===== src/rtl/adc3ph_spi_capture_if.sv =====
// Signal bundle between the three-phase ADC capture block and its neighbours:
// capture request/result handshake plus the SPI pins toward the ADC.
interface adc3ph_spi_capture_if;
  logic        start;
  logic        adc_miso;
  logic        adc_sclk;
  logic        adc_cs_n;
  logic        adc_mosi;
  logic        busy;
  logic [13:0] data_a;
  logic [13:0] data_b;
  logic [13:0] data_c;
  logic        valid;
  logic        overrun;

  modport master (
    output start, adc_miso,
    input  adc_sclk, adc_cs_n, adc_mosi, busy, data_a, data_b, data_c, valid, overrun
  );

  modport slave (
    input  start, adc_miso,
    output adc_sclk, adc_cs_n, adc_mosi, busy, data_a, data_b, data_c, valid, overrun
  );
endinterface


===== src/rtl/adc3ph_spi_capture.sv =====
// Reads one 14-bit sample per phase (A, B, C) from a 3-channel SPI ADC (mode 0)
// and presents the set together with a single-cycle valid strobe.
module adc3ph_spi_capture #(
  parameter int CLK_DIV = 4,
  parameter int GAP_CYC = 8
) (
  input logic                 clk,
  input logic                 rst,
  adc3ph_spi_capture_if.slave bus
);

  typedef enum logic [1:0] {IDLE, SETUP, SHIFT, GAP} state_t;

  localparam logic [7:0] DIV_LAST = 8'(CLK_DIV - 1);
  localparam logic [7:0] GAP_LAST = 8'(GAP_CYC - 1);

  state_t      state;
  state_t      next_state;
  logic [7:0]  div_cnt;
  logic [4:0]  half_cnt;
  logic [1:0]  ch;
  logic        sclk;
  logic [13:0] shreg;
  logic [13:0] hold_a;
  logic [13:0] hold_b;
  logic [13:0] data_a;
  logic [13:0] data_b;
  logic [13:0] data_c;
  logic        busy;
  logic        valid;
  logic        overrun;
  logic        div_done;
  logic        gap_done;
  logic        frame_done;
  logic        accept;

  assign div_done   = (div_cnt == DIV_LAST);
  assign gap_done   = (div_cnt == GAP_LAST);
  assign frame_done = (state == SHIFT) && div_done && (half_cnt == 5'd31);
  // busy lags the return to IDLE by one cycle, so a start in that cycle is refused
  assign accept     = (state == IDLE) && bus.start && !busy;

  always_ff @(posedge clk) begin
    if (rst) begin
      state <= IDLE;
    end else begin
      state <= next_state;
    end
  end

  always_comb begin
    next_state = state;
    unique case (state)
      IDLE:  if (accept) next_state = SETUP;
      SETUP: if (div_done) next_state = SHIFT;
      SHIFT: if (frame_done) next_state = GAP;
      GAP:   if (gap_done) next_state = (ch == 2'd2) ? IDLE : SETUP;
      default: next_state = IDLE;
    endcase
  end

  always_ff @(posedge clk) begin
    if (rst) begin
      div_cnt  <= '0;
      half_cnt <= '0;
      ch       <= '0;
      sclk     <= 1'b0;
      shreg    <= '0;
      hold_a   <= '0;
      hold_b   <= '0;
      data_a   <= '0;
      data_b   <= '0;
      data_c   <= '0;
      busy     <= 1'b0;
      valid    <= 1'b0;
      overrun  <= 1'b0;
    end else begin
      valid   <= 1'b0;
      overrun <= bus.start && busy;
      busy    <= (state != IDLE) || (next_state != IDLE);

      if ((state != next_state) || ((state == SHIFT) && div_done)) begin
        div_cnt <= '0;
      end else if (state != IDLE) begin
        div_cnt <= div_cnt + 8'd1;
      end

      // MISO is sampled on the same system edge that raises SCLK
      if (state == SHIFT) begin
        if (div_done) begin
          sclk     <= ~sclk;
          half_cnt <= half_cnt + 5'd1;
          if (!sclk) begin
            shreg <= {shreg[12:0], bus.adc_miso};
          end
        end
      end else begin
        sclk     <= 1'b0;
        half_cnt <= '0;
      end

      if (accept) begin
        ch <= '0;
      end else if ((state == GAP) && gap_done && (ch != 2'd2)) begin
        ch <= ch + 2'd1;
      end

      if (frame_done) begin
        unique case (ch)
          2'd0: hold_a <= shreg;
          2'd1: hold_b <= shreg;
          default: begin
            data_a <= hold_a;
            data_b <= hold_b;
            data_c <= shreg;
            valid  <= 1'b1;
          end
        endcase
      end
    end
  end

  // Bit 1 (ch[1]) covers SETUP and the first SCLK period; bit 2 (ch[0]) the second
  always_comb begin
    bus.adc_sclk = sclk;
    bus.adc_cs_n = 1'b1;
    bus.adc_mosi = 1'b0;
    unique case (state)
      SETUP: begin
        bus.adc_cs_n = 1'b0;
        bus.adc_mosi = ch[1];
      end
      SHIFT: begin
        bus.adc_cs_n = 1'b0;
        if (half_cnt < 5'd2) begin
          bus.adc_mosi = ch[1];
        end else if (half_cnt < 5'd4) begin
          bus.adc_mosi = ch[0];
        end
      end
      default: begin
        bus.adc_cs_n = 1'b1;
        bus.adc_mosi = 1'b0;
      end
    endcase
  end

  assign bus.busy    = busy;
  assign bus.valid   = valid;
  assign bus.overrun = overrun;
  assign bus.data_a  = data_a;
  assign bus.data_b  = data_b;
  assign bus.data_c  = data_c;

endmodule


===== src/flat_wrapper.sv =====
// flat-port wrapper written by rule: the top's interface ports become plain ports
module adc3ph_spi_capture_flat 
#(
  parameter int CLK_DIV = 4,
  parameter int GAP_CYC = 8
)
  (clk, rst, bus_start, bus_adc_miso, bus_adc_sclk, bus_adc_cs_n, bus_adc_mosi, bus_busy, bus_data_a, bus_data_b, bus_data_c, bus_valid, bus_overrun);
  adc3ph_spi_capture_if bus_i ();
  input logic clk;
  input logic rst;
  input wire logic [$bits(bus_i.start)-1:0] bus_start;
  input wire logic [$bits(bus_i.adc_miso)-1:0] bus_adc_miso;
  output wire logic [$bits(bus_i.adc_sclk)-1:0] bus_adc_sclk;
  output wire logic [$bits(bus_i.adc_cs_n)-1:0] bus_adc_cs_n;
  output wire logic [$bits(bus_i.adc_mosi)-1:0] bus_adc_mosi;
  output wire logic [$bits(bus_i.busy)-1:0] bus_busy;
  output wire logic [$bits(bus_i.data_a)-1:0] bus_data_a;
  output wire logic [$bits(bus_i.data_b)-1:0] bus_data_b;
  output wire logic [$bits(bus_i.data_c)-1:0] bus_data_c;
  output wire logic [$bits(bus_i.valid)-1:0] bus_valid;
  output wire logic [$bits(bus_i.overrun)-1:0] bus_overrun;
  assign bus_i.start = bus_start;
  assign bus_i.adc_miso = bus_adc_miso;
  assign bus_adc_sclk = bus_i.adc_sclk;
  assign bus_adc_cs_n = bus_i.adc_cs_n;
  assign bus_adc_mosi = bus_i.adc_mosi;
  assign bus_busy = bus_i.busy;
  assign bus_data_a = bus_i.data_a;
  assign bus_data_b = bus_i.data_b;
  assign bus_data_c = bus_i.data_c;
  assign bus_valid = bus_i.valid;
  assign bus_overrun = bus_i.overrun;
  adc3ph_spi_capture #(.CLK_DIV(CLK_DIV), .GAP_CYC(GAP_CYC)) u_core (.clk(clk), .rst(rst), .bus(bus_i));
endmodule

===== config.mk =====
export PLATFORM = sky130hd
export DESIGN_NAME = adc3ph_spi_capture_flat
export DESIGN_NICKNAME = d
export VERILOG_FILES = /design/src/rtl/adc3ph_spi_capture_if.sv /design/src/rtl/adc3ph_spi_capture.sv /design/src/flat_wrapper.sv
export SDC_FILE = /design/constraint.sdc
export NUM_CORES = 1
export LEC_CHECK = 0
export ABC_AREA = 1
export BUFFER_PORTS_ARGS = -buffer_cell sky130_fd_sc_hd__buf_2
export CAP_MARGIN = 20
export CORE_MARGIN = 10
export CORE_UTILIZATION = 55
export CTS_CLUSTER_SIZE = 28
export DETAILED_ROUTE_END_ITERATION = 8
export PLACE_DENSITY_LB_ADDON = 0.12
export RECOVER_POWER = 100
export SKIP_CTS_REPAIR_TIMING = 1
export SYNTH_ARGS = -nofsm -noshare
export SYNTH_HDL_FRONTEND = slang
export SYNTH_SLANG_ARGS = --single-unit

===== constraint.sdc =====
create_clock -name clk -period 4 [get_ports clk]
set_clock_uncertainty 0.1 [all_clocks]
set_input_delay 0.6 -clock clk [delete_from_list [all_inputs] [get_ports clk]]
set_output_delay 0.6 -clock clk [all_outputs]
set_load 0.01 [all_outputs]

==> impl_results.md <==
- Number of stages on the worst hold path: 2
- Worst slack at placement: 1.39 ns
- Worst Hold Launch: u_core.bus.busy$_SDFF_PP0_
- Overall track demand over capacity in global routing: 0.148
- Antenna Diode Count: 0
- Maximum vdd ir drop: 218 uV
- Initial cell density of the core: 0.574
- Power Dens Cells: 456 nW/um^2
- Via count of the first global-routing pass: 2,943
- DRC violation count after routing: 0
- Vertical extent of the die: 105 microns
- Worst Slack Setup Final: 0.990 ns
- Register area: 2100 sq um
- Class of the most critical setup path: reg -> reg
- Mean Syn Cell Area: 8.18 sq um
- Cell area after layout: 4350 sq um
- Final Slew Violations: 0
- Reg2Reg Depth: 9
- Largest family of logic cells by synthesized area: compound AO/OA/AOI/OAI gates
- Vias: 3,245
- Die Width: 105 microns
- Total overflow reported by the global router: 0
- Final routed wirelength across all metal layers: 8.32 mm
- Estimated wirelength of the detail-placed design: 5.62 mm
- Final total negative setup slack: 0 ns
- DRC violation total after the first TritonRoute iteration: 230
- Final Cycle Share: 0.752
- Post-detailed-placement cell area: 4250 sq um
- Final critical-path required period: 3.01 ns
- Number of cells in the finished layout apart from fillers: 625
- Complex-gate fraction of the synthesized area: 0.206
- Number of hold-slack violations in the final timing report: 0
- CP max FO: 72
- Final core utilization: 0.630
- Number of library cell types mapped by synthesis: 25
- Crit start category: register
- Warning count from the yosys run: 0
- Post-Synthesis Cell Area: 3960 sq um
- Leak: 1.73 nW
- Achievable Freq: 332 MHz
- First-pass DRT Iterations: 4
- Reg2Reg Launch Point: u_core.div_cnt[0]$_SDFFE_PP0P_
- Maximum number of buffers from clock root to sink: 2
- Register-to-register setup slack: 0.99 ns
- Worst setup EP type: register
- Count of final setup violators: 0
- Antenna violation net count after detailed routing: 0
- Post-Syn Nets: 500
- Status: finished clean
- Critical path data required time: 4.15 ns
- Portion of netlist area occupied by mux cells: 0.00253
- RSZ-0062 raised after global routing: false
- Fin nets: 540
- Clock latency on the worst-skew pair: 0.35 ns
- End point of the most critical hold path: u_core.bus.overrun$_SDFF_PP0_
- Share of synthesized area occupied by flip-flops and latches: 0.531
- Last weighted congestion value of the routability-driven placer: 0.780
- Number of levels the H-tree was split into: 3
- Area used by multi-input combinational logic: 1540 sq um
- Synthesis-stage register bit count: 105
- CTS Root Buffer Type: clkbuf_8
- Core footprint: 6910 sq um
- Share of final-layout standard cells stronger than drive strength 1: 0.0416
- Average wire per standard cell: 13.3 microns
- MaxCap Viol Count: 0
- Clock slew at reported path FFs: 0.10 ns
- Initial antenna violation count: 0
- Number of sinks handled by clock tree synthesis: 105
- Pin count of the biggest net entering global routing: 86
- Measured slew at the worst slew-check pin: 0.817 ns
- First-pass GRT wire length: 14.1 mm
- Post-route worst hold slack: 0.354 ns
- Post-synthesis share of cell area spent on and, or, nand and nor gates: 0.131
- Filler instances: 664
- P&R area growth vs syn: 9.79%
- Endpoint of the worst register-to-register path: u_core.bus.data_c[3]$_SDFFE_PP0P_
- WP data arrival: 3.16 ns
- Placed cell count: 609
- Routed via count divided by cell count: 5.19
- IO buf count: 51
- Worst-case headroom to the max-slew limit: 0.454
- Share of the synthesized netlist area taken by xor and xnor gates: 0.0177
- Overall power after layout: 1.98 mW
- Die Area: 11,000 sq um
- Adder-Cell Fraction of Synth Area: 0.0379
- Clock tree from TritonCTS: built
- Number of cells produced by synthesis: 484
- Type of the tightest min-delay check: reg -> reg
- Placement Rows: 30
- Num CTS Buffers: 9
- Top-Level Pins: 52
## layout by cell type, fill, tap and decap left out, types with 9 or more instances in the layout
master | netlist | layout
dfxtp_1 | 105 | 105
o21ai_0 | 91 | 91
nor2_1 | 81 | 82
a21oi_1 | 66 | 66
clkbuf_1 | 14 | 50
inv_1 | 49 | 49
nand2_1 | 22 | 23
ha_1 | 12 | 12
nand3_1 | 9 | 9
clkbuf_8 | 0 | 9
## critical path, stage by stage, from the launching register on
cell and delay, ns:
dfxtp_1 0.39, ha_1 0.20, nand3_1 0.09, nor2_1 0.51, nand2_1 0.22, nor4_1 0.25, buf_4 0.51, inv_1 0.37
nor2_1 0.18, nor2_1 0.06
## layout make-up
type / instances / share of cell area
sequential: 105 / 0.483
multi-input combinational: 304 / 0.354
timing repair buffer: 53 / 0.0480
inverter: 51 / 0.0440
clock buffer: 10 / 0.0293
tap: 96 / 0.0276
clock inverter: 6 / 0.0135
## how the worst max path moves through the flow
| stage | end | slack, ns | from | depth (start not counted) |
|---|---|---|---|---|
| global route | u_core.bus.data_c[5]$_SDFFE_PP0P_ | 0.61 | u_core.div_cnt[0]$_SDFFE_PP0P_ | 9 |
| finish | u_core.bus.data_c[3]$_SDFFE_PP0P_ | 0.99 | u_core.div_cnt[0]$_SDFFE_PP0P_ | 9 |
| detailed placement | u_core.bus.data_c[9]$_SDFFE_PP0P_ | 1.39 | u_core.half_cnt[1]$_SDFFE_PP0P_ | 10 |
| floorplan | bus_adc_mosi | 2.05 | u_core.state[0]$_SDFF_PP0_ | 6 |
| global placement | u_core.bus.data_c[6]$_SDFFE_PP0P_ | 1.44 | u_core.half_cnt[1]$_SDFFE_PP0P_ | 10 |
| CTS | u_core.bus.data_c[3]$_SDFFE_PP0P_ | 1.37 | u_core.half_cnt[1]$_SDFFE_PP0P_ | 10 |
## synthesized netlist by cell type
cell type	number	share of area
a2111oi_0	1	0.0022
a21oi_1	66	0.083
a31oi_1	1	0.0016
buf_2	5	0.0063
clkbuf_1	14	0.013
clkbuf_2	5	0.0063
dfxtp_1	105	0.53
ha_1	12	0.038
inv_1	49	0.046
inv_2	2	0.0019
mux2i_1	1	0.0025
nand2_1	22	0.021
nand2_2	1	0.0016
nand3_1	9	0.011
nand4_1	3	0.0047
nor2_1	81	0.077
nor2_4	2	0.0057
nor4_1	1	0.0016
nor4_4	1	0.0054
o211ai_1	2	0.0038
o21ai_0	91	0.11
or2_1	1	0.0016
or2_2	1	0.0016
xnor2_1	2	0.0044
xor2_1	6	0.013
## where the power goes
group | total, mW | internal, mW | switching, mW
clock network | 0.614 | 0.241 | 0.373
registers | 1.08 | 1.06 | 0.0206
logic | 0.286 | 0.0955 | 0.191
total | 1.98 | 1.40 | 0.584
## metal layers
metal	vias up	part of all wire	global-route usage
met2	74	0.43	0.215
met4	0	0.0093	0.0510
met3	8	0.061	0.0430
li1	1663	-	-
met1	1500	0.50	0.205
met5	-	0	0
## cells by family after synthesis
| group | count (synthesis) |
|---|---|
| AOI/OAI and AO/OA | 161 |
| xor gates and xnor gates | 8 |
| adders and majority gates | 12 |
| buffers and inverters | 75 |
| DFF | 105 |
| muxes | 1 |
| and+or+nand+nor | 122 |
## state kept, by name, summed over array words and instances (netlist names)
name,flops
u_core.state,2
u_core.shreg,14
u_core.ch,2
u_core.bus.valid,1
u_core.bus.adc_sclk,1
u_core.hold_a,14
u_core.bus.data_a,14
u_core.bus.overrun,1
u_core.bus.busy,1
u_core.div_cnt,8
u_core.bus.data_c,14
u_core.half_cnt,5
u_core.hold_b,14
u_core.bus.data_b,14
No activity file was read; power rests on OpenSTA's default activity.
